[config.mk]
export PLATFORM = sky130hd
export DESIGN_NAME = if_id_buffer_flat
export DESIGN_NICKNAME = d
export VERILOG_FILES = /design/src/rtl/if_id_buffer_if.sv /design/src/rtl/if_id_buffer.sv /design/src/flat_wrapper.sv
export SDC_FILE = /design/constraint.sdc
export NUM_CORES = 1
export LEC_CHECK = 0
export BUFFER_PORTS_ARGS = -buffer_cell sky130_fd_sc_hd__buf_2
export CAP_MARGIN = 20
export CORE_AREA = 2 2 127 129
export CTS_CLUSTER_DIAMETER = 150
export CTS_CLUSTER_SIZE = 25
export DETAILED_ROUTE_END_ITERATION = 8
export DIE_AREA = 0 0 129 131
export PLACE_DENSITY = 0.69
export SLEW_MARGIN = 20
export SYNTH_ARGS = -nofsm -noshare
export SYNTH_HDL_FRONTEND = slang
export SYNTH_SLANG_ARGS = --single-unit
export TNS_END_PERCENT = 30
[constraint.sdc]
create_clock -name clk -period 5.5 [get_ports clk]
set_input_delay 1.1 -clock clk [delete_from_list [all_inputs] [get_ports clk]]
set_output_delay 1.1 -clock clk [all_outputs]
set_load 0.05 [all_outputs]
[src/rtl/if_id_buffer_if.sv]
// Fetch/decode pipeline bus around the IF/ID skid buffer.
// slave = buffer side, master = fetch/decode environment side.
interface if_id_buffer_if #(
  parameter int unsigned WIDTH = 32
);
  logic             in_valid;
  logic [WIDTH-1:0] in_instr;
  logic [WIDTH-1:0] in_PC_next;
  logic             in_ready;
  logic             stall;
  logic             out_valid;
  logic [WIDTH-1:0] out_instr;
  logic [WIDTH-1:0] out_PC_next;
  logic             out_int;

  modport slave (
    input  in_valid, in_instr, in_PC_next, stall,
    output in_ready, out_valid, out_instr, out_PC_next, out_int
  );

  modport master (
    output in_valid, in_instr, in_PC_next, stall,
    input  in_ready, out_valid, out_instr, out_PC_next, out_int
  );
endinterface

[src/rtl/if_id_buffer.sv]
// IF/ID skid FIFO with branch flush and serialised interrupt injection
// (drain buffer, present INT_INST to decode, ACK when consumed).
module if_id_buffer #(
  parameter int unsigned DEPTH = 2,
  parameter int unsigned WIDTH = 32
) (
  input  logic                         clk,
  input  logic                         rst,
  if_id_buffer_if.slave                bus,
  input  logic                         flush,
  input  logic                         INT,
  input  logic [WIDTH-1:0]             INT_INST,
  output logic                         ACK,
  output logic [$clog2(DEPTH+1)-1:0]   count
);
  localparam int unsigned PW = $clog2(DEPTH);
  localparam int unsigned CW = $clog2(DEPTH+1);

  typedef enum logic [1:0] {IDLE, DRAIN, INJECT, WAITLOW} state_t;

  state_t           state, state_nxt;
  logic [WIDTH-1:0] instr_mem [DEPTH];
  logic [WIDTH-1:0] pc_mem    [DEPTH];
  logic [PW-1:0]    wr_ptr, rd_ptr;
  logic [CW-1:0]    count_nxt;
  logic [WIDTH-1:0] last_pc;
  logic             buf_valid, push, buf_pop;

  function automatic logic [PW-1:0] ptr_inc(input logic [PW-1:0] p);
    return (p == PW'(DEPTH-1)) ? '0 : p + PW'(1);
  endfunction

  // Buffered entries are only visible outside INJECT/WAITLOW; count is 0 there anyway.
  assign buf_valid    = (count != '0) && (state == IDLE || state == DRAIN);
  assign bus.in_ready = (count != CW'(DEPTH)) && (state == IDLE);
  assign push         = bus.in_valid & bus.in_ready & ~flush;
  assign buf_pop      = buf_valid & ~bus.stall;

  always_comb begin
    bus.out_valid   = 1'b0;
    bus.out_instr   = '0;
    bus.out_PC_next = '0;
    bus.out_int     = 1'b0;
    if (state == INJECT) begin
      bus.out_valid   = 1'b1;
      bus.out_instr   = INT_INST;
      bus.out_PC_next = last_pc;
      bus.out_int     = 1'b1;
    end else if (buf_valid) begin
      bus.out_valid   = 1'b1;
      bus.out_instr   = instr_mem[rd_ptr];
      bus.out_PC_next = pc_mem[rd_ptr];
    end
  end

  assign ACK = (state == INJECT) & ~bus.stall & ~rst;

  always_comb begin
    count_nxt = count;
    if (flush) begin
      count_nxt = '0;
    end else begin
      case ({push, buf_pop})
        2'b10:   count_nxt = count + CW'(1);
        2'b01:   count_nxt = count - CW'(1);
        default: count_nxt = count;
      endcase
    end
  end

  always_comb begin
    state_nxt = state;
    case (state)
      IDLE:    if (INT) state_nxt = DRAIN;
      DRAIN:   if (count_nxt == '0) state_nxt = INJECT;
      INJECT:  if (!bus.stall) state_nxt = WAITLOW;
      WAITLOW: if (!INT) state_nxt = IDLE;
      default: state_nxt = IDLE;
    endcase
  end

  always_ff @(posedge clk) begin
    if (rst) begin
      state   <= IDLE;
      count   <= '0;
      wr_ptr  <= '0;
      rd_ptr  <= '0;
      last_pc <= '0;
    end else begin
      state <= state_nxt;
      count <= count_nxt;
      if (flush) begin
        rd_ptr <= wr_ptr;
      end else begin
        if (push) wr_ptr <= ptr_inc(wr_ptr);
        if (buf_pop) begin
          rd_ptr  <= ptr_inc(rd_ptr);
          last_pc <= pc_mem[rd_ptr];
        end
      end
    end
  end

  always_ff @(posedge clk) begin
    if (push) begin
      instr_mem[wr_ptr] <= bus.in_instr;
      pc_mem[wr_ptr]    <= bus.in_PC_next;
    end
  end
endmodule

[src/flat_wrapper.sv]
// flat-port wrapper written by rule: the top's interface ports become plain ports
module if_id_buffer_flat 
#(
  parameter int unsigned DEPTH = 2,
  parameter int unsigned WIDTH = 32
)
  (clk, rst, flush, INT, INT_INST, ACK, count, bus_in_valid, bus_in_instr, bus_in_PC_next, bus_stall, bus_in_ready, bus_out_valid, bus_out_instr, bus_out_PC_next, bus_out_int);
  if_id_buffer_if #(.WIDTH(WIDTH)) bus_i ();
  input  logic clk;
  input  logic rst;
  input  logic flush;
  input  logic INT;
  input  logic [WIDTH-1:0] INT_INST;
  output logic ACK;
  output logic [$clog2(DEPTH+1)-1:0] count;
  input wire logic [$bits(bus_i.in_valid)-1:0] bus_in_valid;
  input wire logic [$bits(bus_i.in_instr)-1:0] bus_in_instr;
  input wire logic [$bits(bus_i.in_PC_next)-1:0] bus_in_PC_next;
  input wire logic [$bits(bus_i.stall)-1:0] bus_stall;
  output wire logic [$bits(bus_i.in_ready)-1:0] bus_in_ready;
  output wire logic [$bits(bus_i.out_valid)-1:0] bus_out_valid;
  output wire logic [$bits(bus_i.out_instr)-1:0] bus_out_instr;
  output wire logic [$bits(bus_i.out_PC_next)-1:0] bus_out_PC_next;
  output wire logic [$bits(bus_i.out_int)-1:0] bus_out_int;
  assign bus_i.in_valid = bus_in_valid;
  assign bus_i.in_instr = bus_in_instr;
  assign bus_i.in_PC_next = bus_in_PC_next;
  assign bus_i.stall = bus_stall;
  assign bus_in_ready = bus_i.in_ready;
  assign bus_out_valid = bus_i.out_valid;
  assign bus_out_instr = bus_i.out_instr;
  assign bus_out_PC_next = bus_i.out_PC_next;
  assign bus_out_int = bus_i.out_int;
  if_id_buffer #(.DEPTH(DEPTH), .WIDTH(WIDTH)) u_core (.clk(clk), .rst(rst), .bus(bus_i), .flush(flush), .INT(INT), .INT_INST(INT_INST), .ACK(ACK), .count(count));
endmodule
; After elaboration in Yosys (flattened, before gate mapping)
; Memories as Yosys holds them, arrays and structs flattened. A register that Yosys moved wholly into a read port is not among the register bits.
; Index checks and enable logic that the tools add are counted.
[word_totals]
memories = 2
input_bits = 102
out_inout_bits = 70
latchBits = 0
romBits = 0
word_cells = 63
ff_bits = 38
ram_bits = 128
[mem_list]
columns = memory, words, word_bits, read_ports, rd_ports_with_merged_regs, write_ports, line_no
row1 = u_core.instr_mem, 2, 32, 1, 1, 1, if_id_buffer.sv:22  ; logic [WIDTH-1:0] instr_mem [DEPTH];
row2 = u_core.pc_mem, 2, 32, 1, 1, 1, if_id_buffer.sv:23  ; logic [WIDTH-1:0] pc_mem [DEPTH];
[op_classes]
eq_ne = 10
n_bitwise = 8
mul = 0
shift = 0
magnitude_cmp = 0
addsub = 4
n_mux = 24
div_mod_pow = 0
n_reduce_logical = 10
[op_table]
columns = op, count
row1 = $mux W32, 4
row2 = $mux W1, 13
row3 = $mux W2, 5
row4 = $ne A2 B2 Y1 const B, 5
row5 = $pmux W2 S4, 1
row6 = $eq A2 B2 Y1 const B, 3
row7 = $and A1 B1 Y1, 5
row8 = $eq A2 B1 Y1 const B, 2
row9 = $logic_not A2 Y1, 2
row10 = $pmux W2 S2, 1
row11 = $reduce_and A2 Y1, 2
row12 = $reduce_and A4 Y1, 1
row13 = $reduce_bool A2 Y1, 2
row14 = $not A1 Y1, 3
row15 = $add A1 B1 Y1 const B, 2
row16 = $add A2 B1 Y2 const B, 1
row17 = $logic_and A1 B1 Y1, 2
row18 = $sub A2 B1 Y2 const B, 1
row19 = $logic_or A1 B1 Y1, 1

; Logic depth before layout (Yosys ltp)
; Gate-level depths: netlist of run 1.
[logic_depth]
depth_word = 10
mapped_depth = 9
mapped_depth_nobuf = 9

; Worst setup path before layout of run 1
; Ideal clock, no wire load.
[synth_timing]
path_type = input to register
start = input flush
end = memory u_core.instr_mem[0][0], enable pin
t_required_ps = 5013
arrival_ps = 4067
path_buffers = 0
setup_slack_ps = 947
setup_time_ps = 487
path_stages = 2
path_cell_list = nand4b_1 > nor2_1
[synth_between]
elab_chain_cells = 4
[synth_rtl]
columns = item, line_no
row1 = from (decl), flat_wrapper.sv:11  ; input logic flush;
row2 = $not A1 Y1 (no source line), -
row3 = $and A1 B1 Y1, if_id_buffer.sv:36  ; assign push = bus.in_valid & bus.in_ready & ~flush;
row4 = $mux W1, if_id_buffer.sv:105  ; if (push) begin
row5 = $mux W1 (not written as such), if_id_buffer.sv:106  ; instr_mem[wr_ptr] <= bus.in_instr;
row6 = to (decl), if_id_buffer.sv:22
; Every way passes these cells.

; Worst setup path after layout of run 1
[layout_timing]
start = register u_core.state[0]
end = output bus_out_PC_next[22]
[layout_between]
elab_chain_cells = 5
elab_cells_between_ends = 7
cone_classes = eq/ne: 2 / mux: 2 / reduce/logical: 3
[layout_rtl]
columns = item, line_no
row1 = from (decl), if_id_buffer.sv:21  ; state_t state, state_nxt;
row2 = from (signal assigned), if_id_buffer.sv:90  ; state <= state_nxt;
row3 = $eq A2 B1 Y1 / $logic_not A2 Y1 (equally long branches), if_id_buffer.sv:34  ; assign buf_valid = (count != '0) && (state == IDLE || state == DRAIN);
row4 = $logic_or A1 B1 Y1, if_id_buffer.sv:34
row5 = $logic_and A1 B1 Y1, if_id_buffer.sv:34
row6 = $mux W32, if_id_buffer.sv:49  ; end else if (buf_valid) begin
row7 = $mux W32 (*), if_id_buffer.sv:44  ; if (state == INJECT) begin
row8 = to (decl), flat_wrapper.sv:23  ; output wire logic [$bits(bus_i.out_PC_next)-1:0] bus_out_PC_next;
; Mark *: on every way between the ends. The rest lies on a longest branch, timed or not.

==> results.md, run 1 <==
* Arr. time, crit path at 2650 ps
* Simple-Gate Fraction of Synth Area at 7.32%
* Hold Fails Final Rpt at 0
* Number of I/O port buffers at 171
* Final slew viol count at 0
* Setup TNS at 0 ps
* H-tree depth at 4
* Status: finished, final reports clean
* Largest net degree at the start of global routing at 70
* Post-synth top flop: edfxtp_1
* Vias in the first global route at 4491
* Worst hold-check path type: reg -> reg
* Lkg Pwr at 0.00308 uW
* Share of layout cells above drive strength 1 at 35.7%
* Core outline area at 15600 um^2
* Pwr dens at 414 nW/um^2
* Total GRT Usage at 17.2%
* Synth async-reset ratio at 0%
* Setup Fix Bufs, Post-CTS at 0
* Count leader, synth: edfxtp_1
* Yosys reg bits at 167
* Worst hold path startpoint: u_core.last_pc[3]
* CP Buf/Inv Count at 2
* Mean routed wirelength per cell at 16.1 um
* Syn_area_per_cell at 13.7 um^2
* Worst vdd ir at 0.000229 V
* Crit-path slowest cell: or2_4
* Post-synth EDFFs at 128
* CP required at 4400 ps
* Clock sink count at 167
* Initial antenna violation count at 1
* CTS-repair resized insts at 0
* Die Y at 131 um
* Library cells used by synthesis at 36
* Synth Cell Area at 6840 um^2
* CP startpoint kind: flip-flop
* FF-to-FF Start: u_core.state[0]
* Max incr delay on CP at 610 ps
* Router iterations before antenna repair at 5
* Worst Hold Path EP: u_core.last_pc[3]
* XOR/XNOR Fraction of Synth Area at 0.640%
* Total power at 3480 uW
* Grt ovf at 0
* Crit Path Max Fanout at 64
* Mux cell area share after synthesis at 9.37%
* Die ar. at 16900 um^2
* Clock latency on the worst-skew pair at 420 ps
* IO Pins at 172
* Synth top area cells: edfxtp_1 56%, dfxtp_1 11%, mux2i_1 9.4%, a211oi_2 5.1%, o21ai_0 4.7%
* Worst slew pin tran at 1020 ps
* Tcrit/Tclk final at 68.2%
* Clock-pin slew on the worst setup and hold paths at 60 ps
* Hold-fix buffers, CTS at 0
* Syn Inst Count at 499
* FF-to-FF End: u_core.state[0]
* Reg2reg setup slack at 2820 ps
* First-iteration detailed-routing DRC count at 224
* # rows at 46
* Inst Count DP at 860
* Max Fclk at 0.267 GHz
* Root buf cell: clkbuf_16
* Final-report setup violation count at 0
* Final HPWL DP at 9090 um
* Yosys warnings at 0
* Slew headroom at 31.7%
* Post-Syn Nets at 607
* Yosys top cell area share at 56.2%
* Most frequent cells after synthesis: 128 x edfxtp_1, 64 x mux2i_1, 64 x nand2_1, 64 x o21ai_0
* Max Cap Violations at 0
* Post-synthesis compound-gate area fraction at 11.1%
* Final wirelength at 14400 um
* Area after DPL at 7880 um^2
* Worst Setup Path Type: reg -> out
* Synth area leader: edfxtp_1
* Crit end category: output port
* Die width at 129 um
* Skew final at 8.84 ps
* Final Cell Area at 8400 um^2
* DR vias at 4463
* CTS tree: done
* Placer congestion estimate at 0.737
* Residual DRC count at 0
* Top delay family on crit path: simple AND/OR/NAND/NOR gates
* Ant. Diodes at 0
* Main combinational cell family by area after synthesis: compound AO/OA/AOI/OAI gates
* Vias/cell at 5.00
* Cells on worst reg2reg path at 9
* Critical path, cell by cell: inv_1 -> ha_1 -> o22ai_2 -> or2_4 -> o21ai_0 -> buf_2
* Global-route wire length before repair at 22100 um
* Post-Synth Adder-Cell Area at 1.10%
* P&R area growth vs syn at 22.8%
* Clock tree buffer depth at 2
* RSZ-0062 raised after global routing: false
* Hold path depth at 2
* Starting Density at 43.8%
* CTS buffer count at 17
* Post-DRT Antenna Nets at 0
* Seq/Total Area, Yosys at 67.6%
* Nets at 771
* Minimum clock period at 3750 ps
* Layout Cells excl Fill at 892
worst max-delay path by stage:
stage                               start                     end  cells after the start
after global placement    u_core.state[0]     bus_out_PC_next[29]                      6
after detailed placement  u_core.state[0]     bus_out_PC_next[28]                      6
after floorplan                     flush  u_core.instr_mem[0][0]                      2
after CTS                 u_core.state[0]     bus_out_PC_next[28]                      6
final                     u_core.state[0]     bus_out_PC_next[22]                      6
after global routing      u_core.state[0]     bus_out_PC_next[28]                      6
kinds of logic (layout without fill, tap and decap cells):
family	Yosys count	in the layout
AO/OA/AOI/OAI	103	103
buffers and inverters	36	213
adder cells (fa/ha/maj)	6	6
XOR/XNOR	5	5
multiplexers	64	64
flip-flops	167	167
AND/OR/NAND/NOR	118	118
metrics by stage:
stage	hold WS (ps)	utilization, %	setup WS [ps]
final	502	53.8	1750
after global routing	547	53.8	1560
after CTS	504	53.8	1340
after detailed placement	495	50.5	1810
after global placement	485	50.5	1930
after floorplan	478	-	947
routing by layer:
layer,vias up,global-route usage [%],share of wire [%]
met2,167,28.9,49
met5,-,0,0
met1,2112,20.9,44
met4,0,6.97,1.3
met3,17,5.13,6.7
li1,2167,-,-
state kept, by name (all words and copies together), names as in the netlist, named ones only:
| register | flops |
|---|---|
| u_core.instr_mem | 64 |
| u_core.pc_mem | 64 |
| u_core.last_pc | 32 |
| u_core.count | 2 |
| u_core.state | 2 |
| u_core.rd_ptr | 1 |
| u_core.wr_ptr | 1 |
tightest hold or removal path, stage by stage, from the launching register on:
cell      delay, ps
dfxtp_1         310
nor2_1          100
a211oi_1         50
area by class of cell:
type | count | area, um^2
clock buffers | 19 | 433
clock inverters | 13 | 83.8
fillers | 1303 | 7200
inverters | 4 | 15.0
multi-input cells | 296 | 2040
flip-flops and latches | 167 | 4630
well taps | 216 | 270
repair buffers | 177 | 926
power by group:
part           leakage [uW]  switching, uW  internal (uW)
logic               0.00136            679            225
clock network      0.000242            467            572
registers           0.00148           52.6           1480
total               0.00308           1200           2280
placed cells by master, fill, tap and decap left out, types with 3 or more instances in the layout:
| master | count |
|---|---|
| inv_1 | 4 |
| edfxtp_1 | 128 |
| o21ai_0 | 64 |
| clkinvlp_4 | 5 |
| a211oi_1 | 4 |
| nand2_1 | 64 |
| a211oi_2 | 28 |
| buf_2 | 171 |
| xnor2_1 | 3 |
| mux2i_1 | 64 |
| ha_1 | 5 |
| buf_4 | 4 |
| clkinv_2 | 5 |
| nor2b_1 | 3 |
| dfxtp_1 | 38 |
| nor2_1 | 37 |
| clkbuf_16 | 17 |
No activity file was read; power rests on OpenSTA's default activity.
==> run 2: changes to the inputs <==
- ABC_AREA: default -> 1
- CORE_AREA: 2 2 127 129 -> 2 2 130 132
- DIE_AREA: 0 0 129 131 -> 0 0 132 134
- clock period: 5.5 -> 3.9 ns (I/O delays scaled with it)
==> run 2 against run 1 <==
Total power rose by 49%; sequential share of layout area down 2.5 points; die area increased by 4.7%; critical path depth up 1; first-iteration DRC count is 29% lower; synthesized cell count up 9.2%; clock skew increased by 1.7 ps; clock-buffer cell count did not move; non-clock buffer count increased by 4; sequential power up 38%; via count rose by 6.4%; hold slack worse by 32 ps.
==> results.md, run 2 <==
* CP required at 3120 ps
* Most common cell after layout, fill and taps aside: buf_2
* Pwr dens at 588 nW/um^2
* Final HPWL DP at 10000 um
* Final wirelength at 15000 um
* Total power at 5170 uW
* Yosys top cell area share at 53.7%
* Clock sink count at 167
* Crit end category: output port
* Die Y at 134 um
* CTS-repair resized insts at 0
* Arr. time, crit path at 2680 ps
* Initial antenna violation count at 3
* Core outline area at 16300 um^2
* Vias in the first global route at 4866
* Final-report setup violation count at 0
* Die ar. at 17700 um^2
* RSZ-0062 raised after global routing: false
* Lkg Pwr at 0.00337 uW
* Final slew viol count at 0
* Post-Syn Nets at 653
* CTS buffer count at 17
* Post-DRT Antenna Nets at 0
* Area of the multi-input gates at 2150 um^2
* Share of layout cells above drive strength 1 at 38.4%
* IO Pins at 172
* Number of I/O port buffers at 171
* Router iterations before antenna repair at 6
* DR vias at 4748
* Clock latency on the worst-skew pair at 410 ps
* Largest net degree at the start of global routing at 65
* Setup TNS at 0 ps
* Biggest regs: u_core.instr_mem (64), u_core.pc_mem (64), u_core.last_pc (32)
* H-tree depth at 4
* Yosys reg bits at 167
* Synth Cell Area at 7160 um^2
* Worst slew pin tran at 929 ps
* Clock-pin slew on the worst setup and hold paths at 60 ps
* Nets at 820
* Library cells used by synthesis at 27
* Root buf cell: clkbuf_16
* Yosys warnings at 0
* Status: finished, final reports clean
* Post-synth top flop: edfxtp_1
* Worst Setup Path Type: reg -> out
* Hold Fails Final Rpt at 0
* Seq/Total Area, Yosys at 64.6%
* Syn_area_per_cell at 13.1 um^2
* Global-route wire length before repair at 24200 um
* First-iteration detailed-routing DRC count at 160
* Skew final at 10.5 ps
* Tcrit/Tclk final at 88.6%
* Synth async-reset ratio at 0%
* Seq. cell area at 4630 um^2
* Clock tree buffer depth at 2
* Syn Inst Count at 545
* Total GRT Usage at 17.6%
* Synth top area cells: edfxtp_1 54%, dfxtp_1 11%, mux2i_1 8.9%, o22ai_2 5.8%, nand2_1 3.8%
* CTS tree: done
* Fill cells at 1392
* # rows at 47
* CP startpoint kind: flip-flop
* Max Fclk at 0.289 GHz
* Setup Fix Bufs, Post-CTS at 0
* Post-synth EDFFs at 128
* Mean routed wirelength per cell at 15.8 um
* Worst vdd ir at 0.000393 V
* Crit Path Max Fanout at 34
* Vias/cell at 5.01
* Most frequent cells after synthesis: 128 x edfxtp_1, 72 x nand2_1, 64 x mux2i_1, 42 x inv_1, 39 x dfxtp_1
* Count leader, synth: edfxtp_1
* Max Cap Violations at 0
* P&R area growth vs syn at 22.8%
* Synth area leader: edfxtp_1
* Starting Density at 43.9%
* Residual DRC count at 0
* Slew headroom at 38.0%
* Die width at 132 um
* Commonest cells after routing, fill and taps aside: 171 x buf_2, 128 x edfxtp_1, 72 x nand2_1
* Worst hold-check path type: reg -> reg
* Placer congestion estimate at 0.819
* Hold-fix buffers, CTS at 0
* Grt ovf at 0
* Minimum clock period at 3460 ps
run 2: worst paths after layout:
path | startpoint | to | slack (ps) | cells after the start
setup reg to reg | u_core.state[0] | u_core.instr_mem[1][4] | 1500 | 7
hold reg to reg | u_core.last_pc[13] | u_core.last_pc[13] | 470 | 2
setup / recovery | u_core.state[0] | bus_out_PC_next[14] | 440 | 7
hold / removal | u_core.last_pc[13] | u_core.last_pc[13] | 470 | 2
run 2: final cells by class:
class,count,area share [%]
flip-flops and latches,167,52.7
clock inverters,12,2.02
clock buffers,19,4.93
multi-input cells,300,24.5
diodes,3,0.0854
inverters,45,1.92
well taps,220,3.13
repair buffers,181,10.7
run 2: cell families (layout without fill, tap and decap cells):
family	after synthesis	after routing	share of synthesized area, %
DFF	167	167	64.6
and+or+nand+nor	122	122	7.27
AOI/OAI and AO/OA	107	107	12.5
buffers and inverters	78	257	5.54
muxes	64	64	8.95
adders and majority gates	6	6	1.05
xor gates and xnor gates	1	1	0.122
other	0	3	0
run 2: worst max-delay path: stages, from the launching register on:
cell	delay (ps)
dfxtp_1	390
inv_1	110
ha_1	250
o22ai_2	280
or2_4	540
buf_12	300
o22ai_2	100
buf_2	250
run 2: power breakdown:
group	leakage (uW)	total, uW	switching [uW]	internal (uW)
combinational	0.00160	1330	1000	325
clock	0.000287	1730	657	1070
sequential	0.00148	2120	56.6	2060
total	0.00337	5170	1710	3460
run 2: through the flow:
stage | cells | setup WS (ps) | hold slack (ps) | util (%) | cell area (um^2)
4_1_cts | 944 | 411 | 469 | 53.9 | 8780
6_report | 947 | 443 | 470 | 54.0 | 8790
3_3_place_gp | 913 | 1040 | 453 | 50.2 | 8170
2_1_floorplan | 545 | -739 | 444 | - | 7160
5_1_grt | 944 | 243 | 488 | 53.9 | 8780
3_5_place_dp | 913 | 877 | 460 | 50.2 | 8170
run 2: metal layers:
layer | part of all wire, % | track usage [%] | vias up
li1 | - | - | 2305
met1 | 42 | 21.3 | 2245
met2 | 49 | 29.6 | 173
met3 | 7.9 | 5.37 | 23
met4 | 1.7 | 6.94 | 2
met5 | 0.11 | 0 | -
==> run 3: changes to the inputs <==
- ABC_AREA: 1 -> default
- CORE_AREA: 2 2 130 132 -> 2 2 127 129
- DIE_AREA: 0 0 132 134 -> 0 0 129 131
==> run 3 against run 2 <==
Register-to-register slack got worse by 250 ps; sequential power increased by 2%; combinational power about the same; clock power decreased by 11%; total power decreased by 3.4%; global-route usage decreased by 0.11 points; clock-buffer cell count unchanged; critical path depth decreased by 1; non-clock buffer count increased by 1; die area decreased by 4.5%; wire length decreased by 2.1%; sequential cell count unchanged; critical path type unchanged; critical endpoint is now bus_out_PC_next[22]; largest cell class unchanged; largest power group unchanged.
==> results.md, run 3 (same netlist as run 1, synthesis figures left out) <==
* Lkg Pwr at 0.00312 uW
* Share of layout cells above drive strength 1 at 35.8%
* Critical path, cell by cell: inv_1 -> ha_2 -> or2_2 -> buf_12 -> o21ai_0 -> buf_2
* Worst Hold Path EP: u_core.last_pc[31]
* Post-DRT Antenna Nets at 0
* Pwr dens at 591 nW/um^2
* P&R area growth vs syn at 23.6%
* Final HPWL DP at 9510 um
* Fill cells at 1312
* Slew headroom at 52.8%
* Final Cell Area at 8450 um^2
* Status: finished, final reports clean
* Vias in the first global route at 4460
* Nets at 776
* Met2 wire len at 7240 um
* Post-Place Worst Slack at 947 ps
* Tcrit/Tclk final at 87.3%
* Cells on worst reg2reg path at 9
* Skew final at 7.54 ps
* Crit end category: output port
* Worst hold path startpoint: u_core.last_pc[31]
* Final wirelength at 14600 um
* Arr. time, crit path at 2620 ps
* Final-report setup violation count at 0
* IO Pins at 172
* Reg2reg setup slack at 1250 ps
* Sw Ratio at 34.2%
* Placer congestion estimate at 0.748
* Largest net degree at the start of global routing at 56
* First-iteration detailed-routing DRC count at 302
* Biggest regs: u_core.instr_mem (64), u_core.pc_mem (64), u_core.last_pc (32)
* Worst slew pin tran at 706 ps
* Most common cell after layout, fill and taps aside: buf_2
* CP required at 3120 ps
* Clock sink count at 167
* Number of I/O port buffers at 171
* Sw power at 1710 uW
* Area after DPL at 7920 um^2
* Clock latency on the worst-skew pair at 420 ps
* Router iterations before antenna repair at 5
* CTS-repair resized insts at 0
* FF-to-FF Start: u_core.state[0]
* Setup ws final at 497 ps
* Final slew viol count at 0
* Clock tree buffer depth at 2
* Crit-path slowest cell: or2_2
* CTS buffer count at 17
* Setup Fix Bufs, Post-CTS at 0
* # rows at 46
* Hold Fails Final Rpt at 0
* Inst Count DP at 865
* Top Metal Used: met4
* Core outline area at 15600 um^2
* Max incr delay on CP at 470 ps
* FF-to-FF End: u_core.state[0]
* Global-route wire length before repair at 22300 um
* Hold path depth at 2
* Grt ovf at 0
* Pint at 3290 uW
* Root buf cell: clkbuf_16
* Max Fclk at 0.294 GHz
* Worst Setup Path Type: reg -> out
* H-tree depth at 4
* Setup TNS at 0 ps
* Residual DRC count at 0
* CP startpoint kind: flip-flop
* Total GRT Usage at 17.5%
* Die Y at 131 um
* RSZ-0062 raised after global routing: false
* Vias/cell at 5.05
* Worst hold-check path type: reg -> reg
* Die ar. at 16900 um^2
* Hold-fix buffers, CTS at 0
* Clk pwr share at 30.8%
* Commonest cells after routing, fill and taps aside: 171 x buf_2, 128 x edfxtp_1, 64 x mux2i_1, 64 x nand2_1, 64 x o21ai_0
* Initial antenna violation count at 0
* CTS tree: done
* Max Cap Violations at 0
* Ant. Diodes at 0
* Minimum clock period at 3400 ps
* Worst vdd ir at 0.000391 V
* Mean routed wirelength per cell at 16.3 um
* DR vias at 4533
* Layout Cells excl Fill at 897
* Wire length on met3 at 972 um
* Met1 wire length at 6200 um
* Comb pwr share at 26.1%
* Reg power frac at 43.2%
* Die width at 129 um
* Starting Density at 43.8%
* Clock-pin slew on the worst setup and hold paths at 60 ps
* Crit Path Max Fanout at 55
-- run 3: worst max-delay path by stage --
stage | from | to | slack (ps) | cells past startpoint
finish | u_core.state[0] | bus_out_PC_next[22] | 500 | 6
global route | u_core.state[0] | bus_out_instr[31] | 410 | 6
CTS | u_core.state[0] | bus_out_PC_next[22] | 530 | 6
detailed placement | flush | u_core.state[1] | 950 | 7
global placement | u_core.state[0] | bus_out_PC_next[28] | 1010 | 6
floorplan | u_core.count[0] | u_core.instr_mem[0][0] | -400 | 3
-- run 3: power by group through the flow --
stage	clock network, uW	registers, uW	logic (uW)
final	1540	2160	1300
after detailed placement	0	2190	1300
after global routing	1650	2170	1390
after global placement	0	2190	1280
after CTS	1570	2160	1310
after floorplan	0	2180	972
-- run 3: worst max-delay path: cells and delay by family (launching register included) --
family / cells / cell delay, ps
buffers and inverters: 3 / 660
AND/OR/NAND/NOR: 1 / 470
AO/OA/AOI/OAI: 1 / 300
flip-flops: 1 / 360
adder cells (fa/ha/maj): 1 / 390
-- run 3: area by class of cell --
type / instances / area (um^2) / share of cell area, %
Timing Repair Buffer: 182 / 963 / 11.4
Sequential cell: 167 / 4630 / 54.7
Multi-Input combinational cell: 296 / 2040 / 24.1
Clock buffer: 19 / 433 / 5.12
Inverter: 4 / 15.0 / 0.178
Tap cell: 216 / 270 / 3.20
Clock inverter: 13 / 106 / 1.26
-- run 3: per-stage QoR --
stage	power, uW	hold slack [ps]	utilization, %
6_report	4990	503	54.2
5_1_grt	5210	527	54.2
4_1_cts	5040	507	54.2
3_5_place_dp	3500	498	50.7
3_3_place_gp	3470	487	50.7
2_1_floorplan	3150	478	-
-- run 3: metal layers --
metal / global-route usage (%) / up-vias
met2: 30.2 / 164
met4: 6.59 / 0
met1: 20.9 / 2174
li1: - / 2174
met3: 5.09 / 21
met5: 0 / -
